$ cat config.mk
export PLATFORM = sky130hd
export DESIGN_NAME = cordic_sincos_postprocess
export DESIGN_NICKNAME = d
export VERILOG_FILES = /design/src/rtl/cordic_sincos_postprocess.sv
export SDC_FILE = /design/constraint.sdc
export NUM_CORES = 1
export LEC_CHECK = 0
export CAP_MARGIN = 15
export CORE_UTILIZATION = 28
export CTS_BUF_LIST = sky130_fd_sc_hd__clkbuf_2 sky130_fd_sc_hd__clkbuf_4 sky130_fd_sc_hd__clkbuf_8
export CTS_CLUSTER_DIAMETER = 100
export DETAILED_ROUTE_END_ITERATION = 6
export HOLD_SLACK_MARGIN = 0.15
export SLEW_MARGIN = 40
export SYNTH_ARGS = -nofsm -noshare
export SYNTH_HDL_FRONTEND = slang
export SYNTH_SLANG_ARGS = --single-unit
$ cat constraint.sdc
create_clock -name i_clk -period 5.3 [get_ports i_clk]
set_clock_uncertainty 0.05 [all_clocks]
set_input_delay 0.53 -clock i_clk [delete_from_list [all_inputs] [get_ports i_clk]]
set_output_delay 0.53 -clock i_clk [all_outputs]
set_load 0.05 [all_outputs]
$ cat src/rtl/cordic_sincos_postprocess.sv
// rtl/cordic_sincos_postprocess.sv - CORDIC sin/cos sign correction, FWFT output FIFO and pipeline enable
// Optional saturating negation of the most negative value: define CORDIC_POST_SAT_EN.
module cordic_sincos_postprocess #(
    parameter int BITS       = 16,
    parameter int STAGES     = 16,
    parameter int FIFO_DEPTH = 4
) (
    input  logic                          i_clk,
    input  logic                          i_rst,
    input  logic                          i_valid,
    input  logic                          i_sign,
    input  logic [BITS-1:0]               i_cos,
    input  logic [BITS-1:0]               i_sin,
    output logic                          o_pipeline_en,
    output logic                          o_valid,
    input  logic                          i_ready,
    output logic [BITS-1:0]               o_cos,
    output logic [BITS-1:0]               o_sin,
    output logic [$clog2(FIFO_DEPTH):0]   o_level
);
    localparam int AW = $clog2(FIFO_DEPTH);
    localparam int LW = AW + 1;

    if (FIFO_DEPTH < 2 || (FIFO_DEPTH & (FIFO_DEPTH - 1)) != 0 || STAGES < 1) begin : g_bad_cfg
        $error("cordic_sincos_postprocess: FIFO_DEPTH must be a power of two >= 2");
    end

    function automatic logic [BITS-1:0] negate(input logic [BITS-1:0] v);
`ifdef CORDIC_POST_SAT_EN
        if (v == {1'b1, {(BITS-1){1'b0}}}) begin
            return {1'b0, {(BITS-1){1'b1}}};
        end
`endif
        return ~v + 1'b1;
    endfunction

    logic            p1_valid_q, p1_valid_d;
    logic            p1_sign_q, p1_sign_d;
    logic [BITS-1:0] p1_cos_q, p1_cos_d;
    logic [BITS-1:0] p1_sin_q, p1_sin_d;
    logic            p2_valid_q, p2_valid_d;
    logic [BITS-1:0] p2_cos_q, p2_cos_d;
    logic [BITS-1:0] p2_sin_q, p2_sin_d;
    logic [AW-1:0]   wr_ptr_q, wr_ptr_d;
    logic [AW-1:0]   rd_ptr_q, rd_ptr_d;
    logic [LW-1:0]   level_q, level_d;
    logic [BITS-1:0] mem_cos_q [FIFO_DEPTH];
    logic [BITS-1:0] mem_sin_q [FIFO_DEPTH];

    logic fifo_full;
    logic pipeline_en;
    logic fifo_wr;
    logic fifo_rd;

    // Stall depends only on registered state, never on i_ready.
    assign fifo_full   = (level_q == LW'(FIFO_DEPTH));
    assign pipeline_en = !(p2_valid_q && fifo_full);
    assign fifo_wr     = p2_valid_q && pipeline_en;
    assign fifo_rd     = (level_q != '0) && i_ready;

    always_comb begin
        p1_valid_d = p1_valid_q;
        p1_sign_d  = p1_sign_q;
        p1_cos_d   = p1_cos_q;
        p1_sin_d   = p1_sin_q;
        p2_valid_d = p2_valid_q;
        p2_cos_d   = p2_cos_q;
        p2_sin_d   = p2_sin_q;
        wr_ptr_d   = wr_ptr_q;
        rd_ptr_d   = rd_ptr_q;
        level_d    = level_q;
        if (pipeline_en) begin
            p1_valid_d = i_valid;
            p1_sign_d  = i_sign;
            p1_cos_d   = i_cos;
            p1_sin_d   = i_sin;
            p2_valid_d = p1_valid_q;
            p2_cos_d   = p1_sign_q ? negate(p1_cos_q) : p1_cos_q;
            p2_sin_d   = p1_sign_q ? negate(p1_sin_q) : p1_sin_q;
        end
        if (fifo_wr) begin
            wr_ptr_d = wr_ptr_q + AW'(1);
        end
        if (fifo_rd) begin
            rd_ptr_d = rd_ptr_q + AW'(1);
        end
        case ({fifo_wr, fifo_rd})
            2'b10:   level_d = level_q + LW'(1);
            2'b01:   level_d = level_q - LW'(1);
            default: level_d = level_q;
        endcase
    end

    always_ff @(posedge i_clk) begin
        if (i_rst) begin
            p1_valid_q <= 1'b0;
            p1_sign_q  <= 1'b0;
            p1_cos_q   <= '0;
            p1_sin_q   <= '0;
            p2_valid_q <= 1'b0;
            p2_cos_q   <= '0;
            p2_sin_q   <= '0;
            wr_ptr_q   <= '0;
            rd_ptr_q   <= '0;
            level_q    <= '0;
        end else begin
            p1_valid_q <= p1_valid_d;
            p1_sign_q  <= p1_sign_d;
            p1_cos_q   <= p1_cos_d;
            p1_sin_q   <= p1_sin_d;
            p2_valid_q <= p2_valid_d;
            p2_cos_q   <= p2_cos_d;
            p2_sin_q   <= p2_sin_d;
            wr_ptr_q   <= wr_ptr_d;
            rd_ptr_q   <= rd_ptr_d;
            level_q    <= level_d;
        end
    end

    // Storage needs no reset; pointers and occupancy decide what is visible.
    always_ff @(posedge i_clk) begin
        if (fifo_wr) begin
            mem_cos_q[wr_ptr_q] <= p2_cos_q;
            mem_sin_q[wr_ptr_q] <= p2_sin_q;
        end
    end

    assign o_pipeline_en = pipeline_en;
    assign o_valid       = (level_q != '0);
    assign o_level       = level_q;
    assign o_cos         = o_valid ? mem_cos_q[rd_ptr_q] : '0;
    assign o_sin         = o_valid ? mem_sin_q[rd_ptr_q] : '0;

endmodule

==> impl_metrics.py <==
metrics = {
    "grt": {
        "grt_first_pass_wirelength_um": 28320,
        "antenna_found_initial": 0,
        "gr-usage-all-layers": 0.1216,
        "grt_pass1_vias": 5014,
        "overflow": 0,
        "grt_max_degree": 86,
    },
    "route": {
        "viasPerCell": 4.508,
        "num_vias": 5026,
        "ant_nets": 0,
        "drt_iter0_drc": 327,
        "dr.pass1.iters": 4,
        "wl_um": 17970,
        "drc": 0,
        "drt-wirelength-per-cell_um": 16.12,
    },
    "cts": {
        "clkTransAtPathRegs_ns": 0.06,
        "root_buffer": "clkbuf_8",
        "cts_buffers": 35,
        "clock_path_buffers": 3,
        "clock_sink_count": 204,
        "postCtsSetupBuffers": 0,
        "ctsHoldBuffers": 0,
        "worstSkewPairLatency_ns": 0.52,
        "htree_levels": 2,
        "cts_resized": 0,
        "cts_tree": "yes",
    },
    "yosys": {
        "synthFlopType": "edfxtp_1",
        "syn-cell-area_um2": 8272,
        "syn_area_per_cell_um2": 13.21,
        "yosysMostFrequentCell": "edfxtp_1",
        "synth_top_area_cell": "edfxtp_1",
        "synthTopCellsByCount": "edfxtp_1 (128), dfxtp_1 (76), nand2_1 (75)",
        "yosysSeqAreaShare": 0.6486,
        "synthArstFlopShare": 0,
        "netlist_instances": 626,
        "yosys_register_bits": 204,
        "netlist.area_leader.share": 0.4647,
        "yosys_warnings": 0,
        "synthTopCellsByArea": "edfxtp_1 (46%), dfxtp_1 (18%), mux4_2 (8.7%)",
        "synth_nets": 671,
        "synth_edf_count": 128,
        "synth.distinct_cells": 40,
    },
    "placement": {
        "dp_hpwl_um": 11420,
        "gp_congestion": 0.7266,
        "dp_slack_ns": 2.021,
        "dp.cells": 1052,
        "numPortBuffers": 73,
    },
    "setup_path": {
        "crit_fanout": 18,
        "worst_ep_arrival_time_ns": 3.13,
        "startpoint_type": "flip-flop",
        "cp.buffers_inverters": 2,
        "worst_path_largest_cell_delay_ns": 0.70,
        "critPathRequiredTime_ns": 4.72,
        "worst-setup-path-type": "reg2out",
        "critPathSlowestCell": "clkdlybuf4s50_1",
        "end_kind": "output port",
        "cp_cell_sequence": "buf_4, mux4_2, and2_1, clkdlybuf4s50_1",
        "crit_family": "buffers and inverters",
        "r2r_start": "o_level[0]",
    },
    "cells_and_area": {
        "area_delta_synth_final_pct": 22.90,
        "stdcell_count": 1115,
        "antenna_cells": 0,
        "fin_util": 0.3523,
        "layout-drive-gt1-share": 0.1505,
        "final_nets": 750,
        "fillers": 2864,
    },
    "die": {
        "num_io_pins": 74,
        "start_util": 0.2866,
        "core_area_um2": 28860,
        "dieArea_um2": 30230,
        "dieHeight_um": 173.9,
        "rows": 62,
        "die_w_um": 173.9,
    },
    "sta": {
        "worst_slew_pin_slew_ns": 0.6141,
        "fmax_ghz": 0.2697,
        "period_needed_ns": 3.708,
        "hold_viol": 0,
        "grt_setup_unrepaired": "false",
        "final-max-slew-violation-count": 0,
        "fin_ws_ns": 1.592,
        "fin_tns_setup_ns": 0,
        "fin_crit_sh": 0.6996,
        "maxSlewHeadroom": 0.5906,
        "finalSetupViolCount": 0,
    },
    "hold_path": {
        "hold_path.class": "reg2reg",
        "hp-start": "p1_valid_q",
    },
    "power_and_ir_drop": {
        "ir_worst_vdd_uv": 163.7,
        "power_density_nw_per_um2": 450.5,
        "p_leak_nw": 3.467,
        "finalPower_mw": 4.579,
    },
    "flow_run": {
        "cap_violations": 0,
    },
    "status": {
        "outcome": "completed",
    },
}
[routing by layer]
| layer | track usage | vias to the layer above | part of all wire | routed length (um) |
|---|---|---|---|---|
| met5 | 0 | - | 0 | 0 |
| met4 | 0.04240 | 0 | 0.024 | 431 |
| met3 | 0.03114 | 31 | 0.049 | 882 |
| met2 | 0.1835 | 118 | 0.44 | 7969 |
| met1 | 0.1689 | 2385 | 0.48 | 8689 |
| li1 | - | 2492 | - | - |
[worst reg2reg max path, delay by kind of cell (launching register included)]
family	cells	cell delay (ns)
compound gates	1	0.14
xor+xnor	1	0.15
fa+ha+maj	2	0.56
buf+inv	1	0.06
flops	1	0.48
simple gates	3	1.08
[path summary, 6_finish.rpt]
check                                  end  slack [ns]  cells past startpoint
worst max-delay path             o_cos[14]        1.59                      4
worst min-delay path            p1_valid_q        0.41                      2
worst max register to register  o_level[2]        2.70                      8
worst min register to register  p1_valid_q        0.41                      2
[metrics by stage]
step | cell area [um^2] | hold slack, ns
after floorplan | 8272 | 0.3822
after global routing | 10170 | 0.4422
after detailed placement | 9409 | 0.4086
after CTS | 10160 | 0.4152
after global placement | 9405 | 0.3940
final | 10170 | 0.4099
[placed cells by master (no fill, tap or decap), types with 12 or more instances in the layout]
cell type	n
clkdlybuf4s50_1	72
and2_1	37
inv_1	12
clkbuf_8	39
a21oi_1	42
a211oi_1	22
edfxtp_1	128
dfxtp_1	73
nand2_1	75
xor2_1	18
nor2_1	43
mux4_2	32
[sequential cells by signal, indices dropped and copies added (netlist names), named ones only]
| name | count |
|---|---|
| mem_cos_q | 64 |
| p1_sin_q | 16 |
| p2_sin_q | 16 |
| p1_cos_q | 16 |
| p2_cos_q | 16 |
| o_level | 3 |
| rd_ptr_q | 2 |
| wr_ptr_q | 2 |
| mem_sin_q | 64 |
| p2_valid_q | 1 |
| p1_valid_q | 1 |
| p1_sign_q | 1 |
[where the power goes]
group	leakage, nW	internal (mW)	total (mW)	switching (mW)
clock network	0.395	0.892	1.49	0.603
logic	1.26	0.480	1.21	0.726
registers	1.81	1.77	1.88	0.112
[cell families (layout without fill, tap and decap cells)]
logic type	after synthesis	count (layout)	share of synthesized area
flip-flops	204	204	0.6486
multiplexers	36	36	0.09197
XOR/XNOR	26	26	0.02753
adder cells (fa/ha/maj)	8	8	0.01301
AND/OR/NAND/NOR	203	203	0.1225
AO/OA/AOI/OAI	97	97	0.07231
buffers and inverters	52	157	0.02405
[final cells by class]
type                    instances  area (um^2)  area share
multi-input cells             370         2724      0.2679
repair buffers                 81        793.3     0.07803
clock inverters                14        136.4     0.01342
flip-flops and latches        204         5371      0.5284
well taps                     384        480.5     0.04726
clock buffers                  49        611.8     0.06018
inverters                      13        48.80    0.004800
No activity file was read; power rests on OpenSTA's default activity.
